===== src/rtl/redundant_cpa_pipe.sv =====
`default_nettype none
// ============================================================================
// Module   : redundant_cpa_pipe
// Brief    : Pipelined carry-propagate adder that resolves a redundant
//            (sum, carry) pair into binary, one carry segment per stage.
// Revision : 1.0 - initial release
// ============================================================================
module redundant_cpa_pipe #(
    parameter int WIDTH  = 28,
    parameter int STAGES = 2
) (
    input  logic             clk,
    input  logic             rst,
    input  logic             in_valid,
    output logic             in_ready,
    input  logic [WIDTH-1:0] in_s,
    input  logic [WIDTH-1:0] in_t,
    output logic             out_valid,
    input  logic             out_ready,
    output logic [WIDTH:0]   out_sum
);

    localparam int SEGW = WIDTH / STAGES;

    logic [STAGES-1:0] r_v;
    logic [STAGES-1:0] r_c;
    logic [WIDTH-1:0]  r_s   [STAGES];
    logic [WIDTH-1:0]  r_t   [STAGES];
    logic [WIDTH-1:0]  r_res [STAGES];
    logic [SEGW:0]     w_seg [STAGES];
    logic [STAGES-1:0] w_en;
    logic [STAGES-1:0] w_unused_ops;

    // Flattened ready chain: a stage may load if it or any later stage is
    // empty, or the consumer is taking the last item.
    for (genvar k = 0; k < STAGES; k++) begin : g_en
        assign w_en[k] = ~(&r_v[STAGES-1:k]) | out_ready;
    end

    // Operand copies are kept full width; only the upper segments are consumed.
    for (genvar k = 0; k < STAGES; k++) begin : g_unused
        assign w_unused_ops[k] = ^{r_s[k], r_t[k]};
    end

    always_comb begin
        w_seg[0] = {1'b0, in_s[SEGW-1:0]} + {1'b0, in_t[SEGW-1:0]};
        for (int k = 1; k < STAGES; k++) begin
            w_seg[k] = {1'b0, r_s[k-1][k*SEGW +: SEGW]}
                     + {1'b0, r_t[k-1][k*SEGW +: SEGW]}
                     + {{SEGW{1'b0}}, r_c[k-1]};
        end
    end

    always_ff @(posedge clk or posedge rst) begin
        if (rst) begin
            r_v <= '0;
            r_c <= '0;
            for (int k = 0; k < STAGES; k++) begin
                r_s[k]   <= '0;
                r_t[k]   <= '0;
                r_res[k] <= '0;
            end
        end else begin
            if (w_en[0]) begin
                r_v[0]              <= in_valid;
                r_s[0]              <= in_s;
                r_t[0]              <= in_t;
                r_res[0]            <= '0;
                r_res[0][SEGW-1:0]  <= w_seg[0][SEGW-1:0];
                r_c[0]              <= w_seg[0][SEGW];
            end
            for (int k = 1; k < STAGES; k++) begin
                if (w_en[k]) begin
                    r_v[k]                   <= r_v[k-1];
                    r_s[k]                   <= r_s[k-1];
                    r_t[k]                   <= r_t[k-1];
                    r_res[k]                 <= r_res[k-1];
                    r_res[k][k*SEGW +: SEGW] <= w_seg[k][SEGW-1:0];
                    r_c[k]                   <= w_seg[k][SEGW];
                end
            end
        end
    end

    assign in_ready  = w_en[0];
    assign out_valid = r_v[STAGES-1];
    assign out_sum   = {r_c[STAGES-1], r_res[STAGES-1]};

endmodule
`default_nettype wire


===== config.mk =====
export PLATFORM = sky130hd
export DESIGN_NAME = redundant_cpa_pipe
export DESIGN_NICKNAME = d
export VERILOG_FILES = /design/src/rtl/redundant_cpa_pipe.sv
export SDC_FILE = /design/constraint.sdc
export NUM_CORES = 1
export LEC_CHECK = 0
export CORE_ASPECT_RATIO = 1.1
export CORE_MARGIN = 4
export CORE_UTILIZATION = 45
export CTS_CLUSTER_SIZE = 20
export DETAILED_ROUTE_END_ITERATION = 8
export GPL_TIMING_DRIVEN = 0
export HOLD_SLACK_MARGIN = 0.12
export PLACE_DENSITY = 0.75
export SKIP_LAST_GASP = 1
export SYNTH_ARGS = -nofsm -noshare
export SYNTH_HDL_FRONTEND = slang
export SYNTH_SLANG_ARGS = --single-unit

===== constraint.sdc =====
create_clock -name clk -period 4 [get_ports clk]
set_input_delay 0.8 -clock clk [delete_from_list [all_inputs] [get_ports clk]]
set_output_delay 0.8 -clock clk [all_outputs]
set_load 0.005 [all_outputs]

# After elaboration in Yosys (flattened, before gate mapping)
# Index checks and enable logic that the tools add are counted.
[word_totals]
ff_bits = 102
out_inout_bits = 31
[classes]
n_bitwise = 4
n_reduce_logical = 1
addsub = 3
[op_table]
columns = ["cell", "n"]
rows = [
  ["$add A14 B14 Y15", 2],
  ["$add A15 B1 Y15", 1],
  ["$not A1 Y1", 2],
  ["$or A1 B1 Y1", 2],
  ["$reduce_and A2 Y1", 1],
]

# Logic depth before layout (Yosys ltp)
# Gate-level depths: netlist of the first run.
[logic_depth]
depth_word = 3
ltp_mapped = 9

# Least setup slack after synthesis of the first run
# Ideal clock, no wire load.
[synth_timing]
path_kind = "input-to-reg"
from = "input port in_s[0]"
to = "register r_c[0]"
cell_stages = 8
setup_ns = 0.129
path_slack_ns = 1.460
n_path_buf = 0
arrival_ns = 2.411
cell_sequence = "ha_1 -> fa_1 -> a21oi_1 -> o21ai_1 -> a21oi_1 -> o21ai_1 -> a221oi_1 -> a21oi_1"
[synth_via]
elab_chain_len = 1
[synth_rtl]
columns = ["element", "line_no", "text"]
rows = [
  ["start: declaration", "16", "input logic [WIDTH-1:0] in_s,"],
  ["$add A14 B14 Y15", "46", "w_seg[0] = {1'b0, in_s[SEGW-1:0]} + {1'b0, in_t[SEGW-1:0]};"],
  ["end signal: assignment", "70", "r_c[0] <= w_seg[0][SEGW];"],
  ["end signal: indexed assignment", "79", "r_c[k] <= w_seg[k][SEGW];"],
  ["end: declaration", "26", "logic [STAGES-1:0] r_c;"],
]
# No other way between the ends.
# A chain may end at the register's enable or synchronous reset.

# Worst setup path after layout of the first run
[layout_timing]
from = "input port out_ready"
to = "output port in_ready"
[layout_via]
elab_chain_len = 1
[layout_rtl]
columns = ["element", "line_no", "text"]
rows = [
  ["start: declaration", "19", "input logic out_ready,"],
  ["$or A1 B1 Y1", "37", "assign w_en[k] = ~(&r_v[STAGES-1:k]) | out_ready;"],
  ["end: declaration", "15", "output logic in_ready,"],
]
# No other way between the ends.

==> run summary, run 1 <==
Summing every instance area after synthesis gives 4260 um^2. Synthesis produced 493 cells. The per-cell routed wire length is 13.8 um, and the fraction of the yosys area taken by sequential cells is 0.435. The quantity of hold-fixing buffers added after cts was 0; the largest buffer count on any clock path was 2. The number of filler instances in the final layout came out at 801.

The most used flip-flop cell after synthesis is dfrtp_1. Routed signal wires occupy layers up through met4. Across all register-to-register paths, the minimum setup slack is 1.66 ns. Row generation in the floorplan step produced 36 rows.

Setup slack closes at 0.263 ns. Number of nets in the final layout: 684. Sorting the synthesized cells by how often they occur yields nand2_1 (163), dfrtp_1 (74), nor2_1 (37).

The count of final max-slew check failures came out at 0. TritonCTS built the clock tree. The logs give 74 for the clock sink count and 9 for the CTS buffer count. Yosys printed 0 warnings. The global-route usage over all layers was 0.181; the wire length of the first global-routing pass was 15800 um. The logs give 136 for the initial DRC count and 0.296 ns for the post-placement setup slack.

The tools report the insertion delay of the later-clocked pin in the worst-skew pair as 0.36 ns. From bottom edge to top edge, the die measures 110 um. The final clock period utilization by the worst path came out at 0.934. The total power draw is 2.53 mW, and the worst ir drop on vdd is 0.168 mV. The critical path endpoint category is an output port.

The final setup skew is 0.00477 ns, and the share of the synthesized area in the top cell type is 0.435. After layout, the minimum clock period comes to 3.74 ns. Yosys mapped the design onto 49 distinct sky130hd cell types. The wire length on met1 was 4160 um. The worst setup path is of the input port to output port kind. For the utilization after layout, the log shows 0.611. The class of the worst hold path was register to register. Synthesis inferred 74 register bits.

Cell area after layout: 5530 um^2. The fraction of layout cells with a size suffix above 1 was 0.105. The worst register-to-register path begins at r_c[0]. The count of nets left with antenna violations once routing finished came out at 0. The run finished with clean final reports. The tool flagged a number of max-cap violations equal to 0.

The analysis attributes to cell leakage a power of 2.63 nW. The pin count of the biggest net entering global routing was 75; the filler-free cell count of the finished design was 713. After detailed placement, the design holds a cell count of 697.

The run gives 0.471 as the starting utilization of the core area. The required arrival time at the worst endpoint is 3.20 ns. The proportion of register bits with asynchronous set or reset after synthesis is 1.00. In this run the count of I/O pins placed on the die edge is 91. The total negative setup slack was 0 ns; the count of input and output buffers was 90. The highest net fanout along the worst path was 10; the post-synthesis average cell area was 8.64 um^2. The detailed route wirelength on metal3 came out at 632 um.

Tracing the worst setup path back leads to its startpoint at out_ready. Total of cells resized after clock tree synthesis: 0. For this run, the top clock speed supported by timing is 0.268 GHz. The placed instances occupy a cell area of 5310 um^2. Routability-driven placement finished with a final weighted congestion of 0.899. 0 antenna diodes ended up in the layout. Root buffer selected by CTS: clkbuf_8. The total nets after synthesis came out at 583. At the worst endpoint, the arrival time is 2.94 ns. After legalization and detailed placement, the total HPWL measured 7630 um.

Sorting the synthesized cells by area gives the leading types as dfrtp_1 (43%), nand2_1 (14%), ha_1 (7.9%). For this run, design rule violations remaining after detail routing come to 0. From synthesis to final layout, the design area changed by 29.8%.

The final count of hold timing violations was 0; the headroom to the max-slew limit was 0.406. Worst-margin pin slew: 0.890 ns. The logs give 4840 um for the routed length on met2 and 11100 um^2 for the die area.

The via count of the first global-routing pass was 3420. The tools report the final count of negative-setup-slack endpoints as 0. The type of element launching the critical path is an input port. The core area was 9050 um^2. The largest area contributor in the netlist was dfrtp_1.

The most common cell in the synthesized netlist is nand2_1. Setup repair after global routing left no endpoint under its margin. In the routed layout, each cell is associated on average with a via count of 5.04.

The routed design has 9870 um of wire. Hold is met by 0.462 ns. The total overflow left after global routing is 0. The initial antenna violation count was 0. Counting flops with a built-in enable in the synthesized netlist gives 0. The worst hold path begins at r_v[0]. In this run the number of H-tree levels came out at 3. Post-CTS timing repair inserted 0 buffers for setup.

The run gives 4 as the first-pass iteration count of the detailed router. After clock tree synthesis, the clock-pin slew on the worst setup and hold paths is 0.08 ns. From left edge to right edge, the die measures 101 um.

The via count of the routed design was 3594; the power density over cell area was 458 nW/um^2.
-- final cells by class --
type                       instances  area (um^2)  area share
clock buffer                       9          124      0.0224
sequential                        74         1850       0.335
timing repair buffer              90          901       0.163
clock inverter                     7          101      0.0183
buffer                            46          295      0.0534
inverter                           9         36.3     0.00656
multi-input combinational        364         2080       0.376
tap                              114          143      0.0258
-- worst max-delay path, cell delays in order --
cell and delay (ns):
clkdlybuf4s50_1 0.48, and2b_1 0.24, and2_1 0.18, buf_4 0.16
inv_1 0.09, buf_4 0.17, buf_2 0.25, clkdlybuf4s50_1 0.56
-- layer usage --
layer  GRT usage  vias up
met4      0.0789        0
met5           0        -
met3      0.0327       19
met2       0.317      103
li1            -     1811
met1       0.218     1661
-- kinds of logic (layout without fill, tap and decap cells) --
| family | Yosys count | count (layout) | synth area share |
|---|---|---|---|
| and+or+nand+nor | 227 | 227 | 0.215 |
| xor gates and xnor gates | 15 | 15 | 0.0308 |
| adders and majority gates | 30 | 30 | 0.0934 |
| AOI/OAI and AO/OA | 90 | 90 | 0.144 |
| buffers and inverters | 55 | 161 | 0.0772 |
| muxes | 2 | 2 | 0.00470 |
| DFF | 74 | 74 | 0.435 |
-- flip-flops by register name, indices dropped and copies added (netlist names) --
signal,count
r_v,2
r_c,2
r_s,14
r_res,14
r_t,14
out_sum,28
-- power by group --
| group | internal [mW] | switching [mW] |
|---|---|---|
| logic | 0.504 | 0.389 |
| clock network | 0.356 | 0.302 |
| registers | 0.896 | 0.0843 |
| total | 1.76 | 0.775 |
-- cells in the final DEF (no fill, tap or decap), drive strengths merged, types with 2 or more instances in the layout --
cell           synthesis  routed
bufinv                 0       2
fa                     3       3
nor2b                  3       3
o21a                   6       6
xnor2                  9       9
nand2b                 4       4
clkinvlp               0       2
a21o                   9       9
inv                    9      11
a31oi                  4       4
nand2                163     163
o21bai                 2       2
ha                    27      27
clkdlybuf4s50          0      90
nand3                  5       5
nor3                   5       5
mux2i                  2       2
xor2                   6       6
and2                   3       3
nor2                  37      37
buf                   37      37
a21oi                 25      25
o21ai                 26      26
and3                   2       2
a211oi                 4       4
o31ai                  3       3
dfrtp                 74      74
clkbuf                 9      18
-- path summary, 6_finish.rpt --
kind	endpoint	cells past startpoint
max in group asynchronous	r_t[46]	2
setup reg to reg	out_sum[24]	9
min in group asynchronous	out_sum[23]	2
hold / removal	r_v[1]	1
hold reg to reg	r_v[1]	1
setup / recovery	in_ready	8
No activity file was read; power rests on OpenSTA's default activity.
==> inputs of run 2 (changes only) <==
--- a/config.mk
+++ b/config.mk
@@ -5,6 +5,7 @@
 export SDC_FILE = /design/constraint.sdc
 export NUM_CORES = 1
 export LEC_CHECK = 0
+export ABC_CLOCK_PERIOD_IN_PS = 4000
 export CORE_ASPECT_RATIO = 1.1
 export CORE_MARGIN = 4
 export CORE_UTILIZATION = 45
==> results of run 2 <==
Final layout, timing and power as in run 1 (identical DEF).
==> inputs of run 3 (changes only) <==
--- a/config.mk
+++ b/config.mk
@@ -11,6 +11,7 @@
 export CORE_UTILIZATION = 45
 export CTS_CLUSTER_SIZE = 20
 export DETAILED_ROUTE_END_ITERATION = 8
+export GPL_ROUTABILITY_DRIVEN = 0
 export GPL_TIMING_DRIVEN = 0
 export HOLD_SLACK_MARGIN = 0.12
 export PLACE_DENSITY = 0.75
==> results of run 3 <==
Final layout, timing and power as in run 1 (identical DEF).
